===== config.mk =====
export PLATFORM = sky130hd
export DESIGN_NAME = mem_port_arbiter
export DESIGN_NICKNAME = d
export VERILOG_FILES = /design/src/rtl/mem_port_arbiter.sv
export SDC_FILE = /design/constraint.sdc
export NUM_CORES = 1
export LEC_CHECK = 0
export ABC_AREA = 1
export CAP_MARGIN = 20
export CORE_AREA = 2 2 116 118
export CTS_CLUSTER_DIAMETER = 200
export DETAILED_ROUTE_END_ITERATION = 10
export DIE_AREA = 0 0 118 120
export PLACE_DENSITY = 0.63
export SETUP_SLACK_MARGIN = 0.4
export SLEW_MARGIN = 20
export SYNTH_ARGS = -nofsm -noshare
export SYNTH_HDL_FRONTEND = slang
export SYNTH_SLANG_ARGS = --single-unit

===== constraint.sdc =====
create_clock -name clk -period 2 [get_ports clk]
set_input_delay 0.3 -clock clk [delete_from_list [all_inputs] [get_ports clk]]
set_output_delay 0.3 -clock clk [all_outputs]
set_load 0.01 [all_outputs]

===== src/rtl/mem_port_arbiter.sv =====
// Round-robin arbiter sharing one memory read port and one write port across NUM_REQ requesters.
// Latency: grant is combinational in the accept cycle; the response is registered and visible one cycle later.
// Backpressure: one response slot; while its owner withholds resp_ready, no new request is accepted.
module mem_port_arbiter #(
  parameter int DATA_WIDTH = 32,
  parameter int ADDR_WIDTH = 32,
  parameter int NUM_REQ    = 2
) (
  input  logic                  clk,
  input  logic                  reset,
  input  logic [NUM_REQ-1:0]    req_valid,
  input  logic [NUM_REQ-1:0]    req_we,
  input  logic [ADDR_WIDTH-1:0] req_addr  [NUM_REQ],
  input  logic [DATA_WIDTH-1:0] req_wdata [NUM_REQ],
  output logic [NUM_REQ-1:0]    req_ready,
  output logic [NUM_REQ-1:0]    resp_valid,
  output logic [DATA_WIDTH-1:0] resp_rdata,
  input  logic [NUM_REQ-1:0]    resp_ready,
  output logic                  mem_read_enable,
  output logic [ADDR_WIDTH-1:0] mem_read_addr,
  input  logic [DATA_WIDTH-1:0] mem_read_data,
  output logic                  mem_write_enable,
  output logic [ADDR_WIDTH-1:0] mem_write_addr,
  output logic [DATA_WIDTH-1:0] mem_write_data
);

  localparam int IDX_W = (NUM_REQ > 1) ? $clog2(NUM_REQ) : 1;

  typedef enum logic {
    IDLE = 1'b0,
    RESP = 1'b1
  } state_t;

  state_t             state;
  logic [IDX_W-1:0]   rr_ptr;
  logic [IDX_W-1:0]   owner;
  logic [IDX_W-1:0]   gnt_idx;
  logic [IDX_W-1:0]   nxt_ptr;
  logic               gnt_any;
  logic               gnt_we;
  logic               slot_free;

  // The slot frees when nothing is held or the owner drains its response this cycle.
  // Reset blocks any acceptance so nothing reaches the memory during reset.
  assign slot_free = !reset && ((state == IDLE) || resp_ready[owner]);

  // Scan requesters starting at rr_ptr; the first valid one found wins.
  always_comb begin
    int cand;
    logic [IDX_W-1:0] cand_idx;
    cand     = 0;
    cand_idx = '0;
    gnt_any  = 1'b0;
    gnt_idx  = '0;
    for (int i = 0; i < NUM_REQ; i++) begin
      cand     = (int'(rr_ptr) + i) % NUM_REQ;
      cand_idx = IDX_W'(cand);
      if (!gnt_any && req_valid[cand_idx]) begin
        gnt_any = 1'b1;
        gnt_idx = cand_idx;
      end
    end
    if (!slot_free) begin
      gnt_any = 1'b0;
      gnt_idx = '0;
    end
  end

  // One-hot ready towards the winner, nothing otherwise.
  always_comb begin
    req_ready = '0;
    if (gnt_any) begin
      req_ready[gnt_idx] = 1'b1;
    end
  end

  assign gnt_we  = req_we[gnt_idx];
  assign nxt_ptr = (gnt_idx == IDX_W'(NUM_REQ - 1)) ? '0 : gnt_idx + 1'b1;

  // Memory port drive: only the granted transaction touches the memory; idle buses are zero.
  always_comb begin
    mem_read_enable  = 1'b0;
    mem_read_addr    = '0;
    mem_write_enable = 1'b0;
    mem_write_addr   = '0;
    mem_write_data   = '0;
    if (gnt_any) begin
      if (gnt_we) begin
        mem_write_enable = 1'b1;
        mem_write_addr   = req_addr[gnt_idx];
        mem_write_data   = req_wdata[gnt_idx];
      end else begin
        mem_read_enable  = 1'b1;
        mem_read_addr    = req_addr[gnt_idx];
      end
    end
  end

  // Response slot FSM: a grant loads the slot (even while draining the old one), a drain empties it.
  always_ff @(posedge clk) begin
    if (reset) begin
      state      <= IDLE;
      rr_ptr     <= '0;
      owner      <= '0;
      resp_valid <= '0;
      resp_rdata <= '0;
    end else if (gnt_any) begin
      state      <= RESP;
      owner      <= gnt_idx;
      resp_valid <= req_ready;
      resp_rdata <= gnt_we ? '0 : mem_read_data;
      rr_ptr     <= nxt_ptr;
    end else if ((state == RESP) && resp_ready[owner]) begin
      state      <= IDLE;
      resp_valid <= '0;
    end
  end

endmodule


==> impl_metrics.toml, run 1 <==
[floorplanning]
die_y_um = 120
die_w_um = 118
dieArea_um2 = 14160
fp-row-count = 42
ios = 302
core_um2 = 12980
initial_utilization = 0.1976

[routing]
vias = 4610
via_per_inst = 4.619
drc = 0
wl_per_cell_um = 17.96
ant_nets = 0
routed_wirelength_um = 17930
drt_pass1_iterations = 4
drt_iter0_drc = 188

[placed_design]
post_dp_cell_area_um2 = 5998
dp.cells = 905
gp_congestion = 0.9504
hpwl_um = 11510
portBuffers = 301

[timing]
slew_violations = 0
worst_slack_ns = -0.3833
timing.final.crit_share = 1.192
clock_skew_ns = 0.006365
slew_headroom = 0.7295
rsz0062_at_grt = "true"
hold_viol = 0
setup_violations = 100
fin_tns_setup_ns = -24.36
worstMarginPinSlew_ns = 0.4058
period_needed_ns = 2.383
max_freq_ghz = 0.4196

[run_status]
failed_checks = "negative setup slack"
status = "complete, but fails checks"

[power_and_ir_drop]
leakage_nw = 3.249
powerDensity_nw_per_um2 = 430.6
total_power_mw = 3.246
ir_drop_mv = 0.4791

[final_layout]
finalInstanceArea_um2 = 7538
stdcell_count = 998
diodes = 0
final_util = 0.5808
drive_above_1_share = 0.4380
area_delta_synth_final_pct = 193.9
fin_nets = 989

[yosys]
synthMostInstantiatedCell = "nand2_1"
async_flop_share = 0
synth_top_area_share = 0.2888
synth-edff-count = 0
ys_warn_count = 0
ys_top_cells_by_count = "nand2_1, a21oi_1, nor2_1"
ys_seq_area_frac = 0.2888
ys_ff_latch = 37
synth_cells = 429
synth_cell_types = 20
yosysTopAreaCell = "dfxtp_1"
netlist_area_um2 = 2565
synthTopCellsByArea = "dfxtp_1, nand2_1, a21oi_1"
synth_top_flop_cell = "dfxtp_1"
synth_nets = 597
avgSynthCellArea_um2 = 5.979

[global_route]
grt_max_degree = 38
overflow = 0
antenna_found_initial = 2
grt_use_total = 0.2292
grt_pass1_vias = 4591
grt_first_pass_wirelength_um = 25610

[cts]
cts.sinks = 37
insertion_delay_ns = 0.28
cts_buffer_depth = 2
clkTransAtPathRegs_ns = 0.06
numCtsBuffers = 5
cts_root_buf = "clkbuf_16"
h-tree-depth = 2
ctsHoldBuffers = 0
cts_tree = "done"

[setup_path]
crit_cells = 12
arrival_ns = 2.08
cpPeakStageDelay_ns = 0.34
timing.critical_path.buf_inv = 7
path_cells = "inv_2 -> a21oi_4 -> nand3_4 -> buf_6 -> buf_6 -> buf_6 -> buf_6 -> or2_4 -> o21ai_4 -> buf_6 -> nor2_2 -> buf_2"
crit_slowest_cell = "dfxtp_2"
required_ns = 1.70
critical-path-top-delay-family = "buffers and inverters"
critPathMaxFanout = 6
cpMostUsedCell = "buf_6"
endpoint_kind = "primary output"
worstRegToRegCells = 20
rrSetupSlack_ns = -0.37
start_kind = "flop"
critical_path_class = "reg2out"

[min_path]
holdPathStages = 2
holdCritPathClass = "reg2reg"

[run]
cap_violations = 0
where the power goes:
group          switching (mW)  internal (mW)  total (mW)
clock network           0.295          0.590       0.885
registers              0.0199          0.772       0.792
logic                   0.649          0.920        1.57
final timing paths:
kind / start / endpoint
hold reg to reg: resp_rdata[14]$_SDFFE_PP0P_ / resp_rdata[14]$_SDFFE_PP0P_
hold / removal: resp_rdata[14]$_SDFFE_PP0P_ / resp_rdata[14]$_SDFFE_PP0P_
setup reg to reg: owner$_SDFFE_PP0P_ / resp_valid[0]$_SDFFE_PP0P_
setup / recovery: rr_ptr$_SDFFE_PP0P_ / mem_write_addr[12]
metal layers:
layer	vias up	global-route usage	part of all wire
li1	2184	-	-
met1	2181	0.2525	0.38
met2	193	0.4244	0.52
met3	48	0.06559	0.065
met4	4	0.07078	0.031
met5	-	0	0.0012
layout by cell type, fill, tap and decap left out, types with 25 or more instances in the layout:
cell type,n
nand3_1,33
nor2_1,43
a21oi_2,25
buf_4,42
buf_6,63
a21oi_1,39
dfxtp_1,35
clkdlybuf4s50_1,196
nand2_1,97
buf_2,64
sequential cells by signal, summed over array words and instances, names as in the netlist:
signal / count
resp_rdata: 32
rr_ptr: 1
state: 1
resp_valid: 2
owner: 1
per-stage QoR:
| stage | setup slack (ns) | hold slack, ns |
|---|---|---|
| after floorplan | 0.3717 | 0.4402 |
| after global routing | -0.4621 | 0.4743 |
| after detailed placement | -0.7431 | 0.4557 |
| final | -0.3833 | 0.4652 |
| after global placement | -0.7343 | 0.4513 |
| after CTS | -0.5037 | 0.4660 |
cell families (layout without fill, tap and decap cells):
kind of cell	after synthesis	count (layout)	synth area share
AO/OA/AOI/OAI	102	102	0.2015
buffers and inverters	48	441	0.08927
flip-flops	37	37	0.2888
AND/OR/NAND/NOR	242	242	0.4205
tightest hold or removal path, stage by stage (launching register included):
cell	delay (ns)
dfxtp_1	0.31
nand2_1	0.06
a21oi_1	0.05
area by class of cell:
class                   instances  area, um^2
repair buffers                422        4215
fillers                      1169        5441
flip-flops and latches         37       743.2
well taps                     176       220.2
multi-input cells             344        2141
inverters                      11       51.30
clock inverters                 2       38.79
clock buffers                   6       128.9
what timing repair did:
action                                  4_1_cts  5_1_grt
resized for setup                           428      196
endpoints found under the setup margin      136      136
hold endpoints to repair                      0        0
pin swaps                                    19       17
buffers inserted                             49       23
cloned                                       11        2
No activity file was read; power rests on OpenSTA's default activity.
==> run 2, diff against run 1 <==
--- a/config.mk
+++ b/config.mk
@@ -17,3 +17,4 @@
 export SYNTH_ARGS = -nofsm -noshare
 export SYNTH_HDL_FRONTEND = slang
 export SYNTH_SLANG_ARGS = --single-unit
+export TNS_END_PERCENT = 20
==> run 2 against run 1 <==
Compared with the run above:
- sequential share of layout area rose by 0.34 points
- total power fell by 5.0%
- final area fell by 3.3%
- highest routed layer unchanged
- largest power group unchanged
- die area did not move
- the flow still finishes with violations (negative setup slack)
- critical path type unchanged
- cell count fell by 4.2%
==> impl_metrics.toml, run 2 (synthesized netlist as in run 1, its figures left out) <==
[floorplanning]
ios = 302
dieArea_um2 = 14160
die_y_um = 120
initial_utilization = 0.1976
die_w_um = 118
fp-row-count = 42
core_um2 = 12980

[cts]
ctsHoldBuffers = 0
insertion_delay_ns = 0.27
clkTransAtPathRegs_ns = 0.06
cts_root_buf = "clkbuf_16"
cts_buffer_depth = 2
cts.sinks = 37
numCtsBuffers = 5
h-tree-depth = 2
cts_tree = "done"

[timing]
setup_violations = 98
worstMarginPinSlew_ns = 0.4502
slew_violations = 0
clock_skew_ns = 0.005983
hold_viol = 0
timing.final.crit_share = 1.104
fin_tns_setup_ns = -14.09
period_needed_ns = 2.209
worst_slack_ns = -0.2086
slew_headroom = 0.6998
rsz0062_at_grt = "true"
max_freq_ghz = 0.4528

[global_route]
overflow = 0
grt_first_pass_wirelength_um = 24890
grt_use_total = 0.2220
grt_max_degree = 38
antenna_found_initial = 2
grt_pass1_vias = 4408

[placed_design]
portBuffers = 301
hpwl_um = 11120
post_dp_cell_area_um2 = 5866
gp_congestion = 0.8980

[run]
cap_violations = 0

[routing]
wl_per_cell_um = 18.12
routed_wirelength_um = 17320
via_per_inst = 4.661
ant_nets = 0
drt_pass1_iterations = 4
vias = 4456
drt_iter0_drc = 161
drc = 0

[final_layout]
finalInstanceArea_um2 = 7291
largest-register = "resp_rdata"
final_common_cell = "clkdlybuf4s50_1"
fin_nets = 947
fill_cells = 1177
reg_top3 = "resp_rdata (32), resp_valid (2)"
area_delta_synth_final_pct = 184.2
final_cell_mix = "clkdlybuf4s50_1, nand2_1, buf_2, nor2_1, dfxtp_1"
drive_above_1_share = 0.4480
largest_reg_flops = 32

[setup_path]
critical_path_class = "reg2out"
critPathMaxFanout = 8
required_ns = 1.70
endpoint_kind = "primary output"
start_kind = "flop"
arrival_ns = 1.91

[power_and_ir_drop]
ir_drop_mv = 0.3592
powerDensity_nw_per_um2 = 422.9
leakage_nw = 3.048

[min_path]
holdCritPathClass = "reg2reg"

[run_status]
status = "complete, but fails checks"
failed_checks = "negative setup slack"
## run 2: cell types whose count changed in the layout (fill, tap and decap cells not counted), sizes merged, moves of 2 or more
cell | before | now
buf | 199 | 177
bufbuf | 2 | 0
clkbuf | 21 | 8
clkdlybuf4s15 | 2 | 0
dlygate4sd2 | 8 | 5
## run 2: metrics by stage
stage | power [mW] | utilization | hold slack, ns | instances | worst slack (ns)
global route | 3.230 | 0.5615 | 0.4739 | 955 | -0.2901
CTS | 2.966 | 0.5291 | 0.4621 | 948 | -0.2517
detailed placement | 1.888 | 0.4519 | 0.4545 | 893 | -0.8042
finish | 3.083 | 0.5617 | 0.4632 | 956 | -0.2086
floorplan | 1.190 | - | 0.4402 | 429 | 0.3717
global placement | 1.878 | 0.4519 | 0.4516 | 893 | -0.7571
## run 2: path summary, 6_finish.rpt
check | from | to | slack (ns) | cells past startpoint
max | owner$_SDFFE_PP0P_ | mem_read_addr[19] | -0.21 | 13
min | resp_rdata[14]$_SDFFE_PP0P_ | resp_rdata[14]$_SDFFE_PP0P_ | 0.46 | 2
max reg2reg | owner$_SDFFE_PP0P_ | owner$_SDFFE_PP0P_ | -0.19 | 16
min reg2reg | resp_rdata[14]$_SDFFE_PP0P_ | resp_rdata[14]$_SDFFE_PP0P_ | 0.46 | 2
## run 2: routing by layer
layer	GRT usage	share of wire
met5	0	0.00075
met1	0.2567	0.38
met2	0.3877	0.51
met4	0.07078	0.033
met3	0.07224	0.078
## run 2: timing repair
action                     CTS  global route
setup endpoints to repair  136           136
pin swaps                   39            23
gates resized for setup    585           102
gates cloned                12             2
buffers inserted            36             5
## run 2: layout make-up
type	instances	area [um^2]	share of cell area
repair buffers	380	3784	0.5190
multi-input cells	344	2335	0.3202
flip-flops and latches	37	743.2	0.1019
well taps	176	220.2	0.03020
clock buffers	6	138.9	0.01905
inverters	11	60.06	0.008238
clock inverters	1	7.507	0.001030
diodes	1	2.502	0.0003432
## run 2: power breakdown
part           switching, mW  internal, mW
combinational          0.655         0.855
sequential            0.0207         0.772
clock                  0.291         0.488
## run 2: worst max-delay path, cell delays in order (launching register included)
cell and delay (ns):
dfxtp_2 0.35, inv_2 0.06, nand2_4 0.07, nand3_4 0.08
nand3_4 0.14, buf_12 0.12, nand2_8 0.04, buf_6 0.12
nand2_4 0.07, nand2_4 0.09, buf_12 0.15, clkbuf_16 0.16
nor2_4 0.08, buf_6 0.11
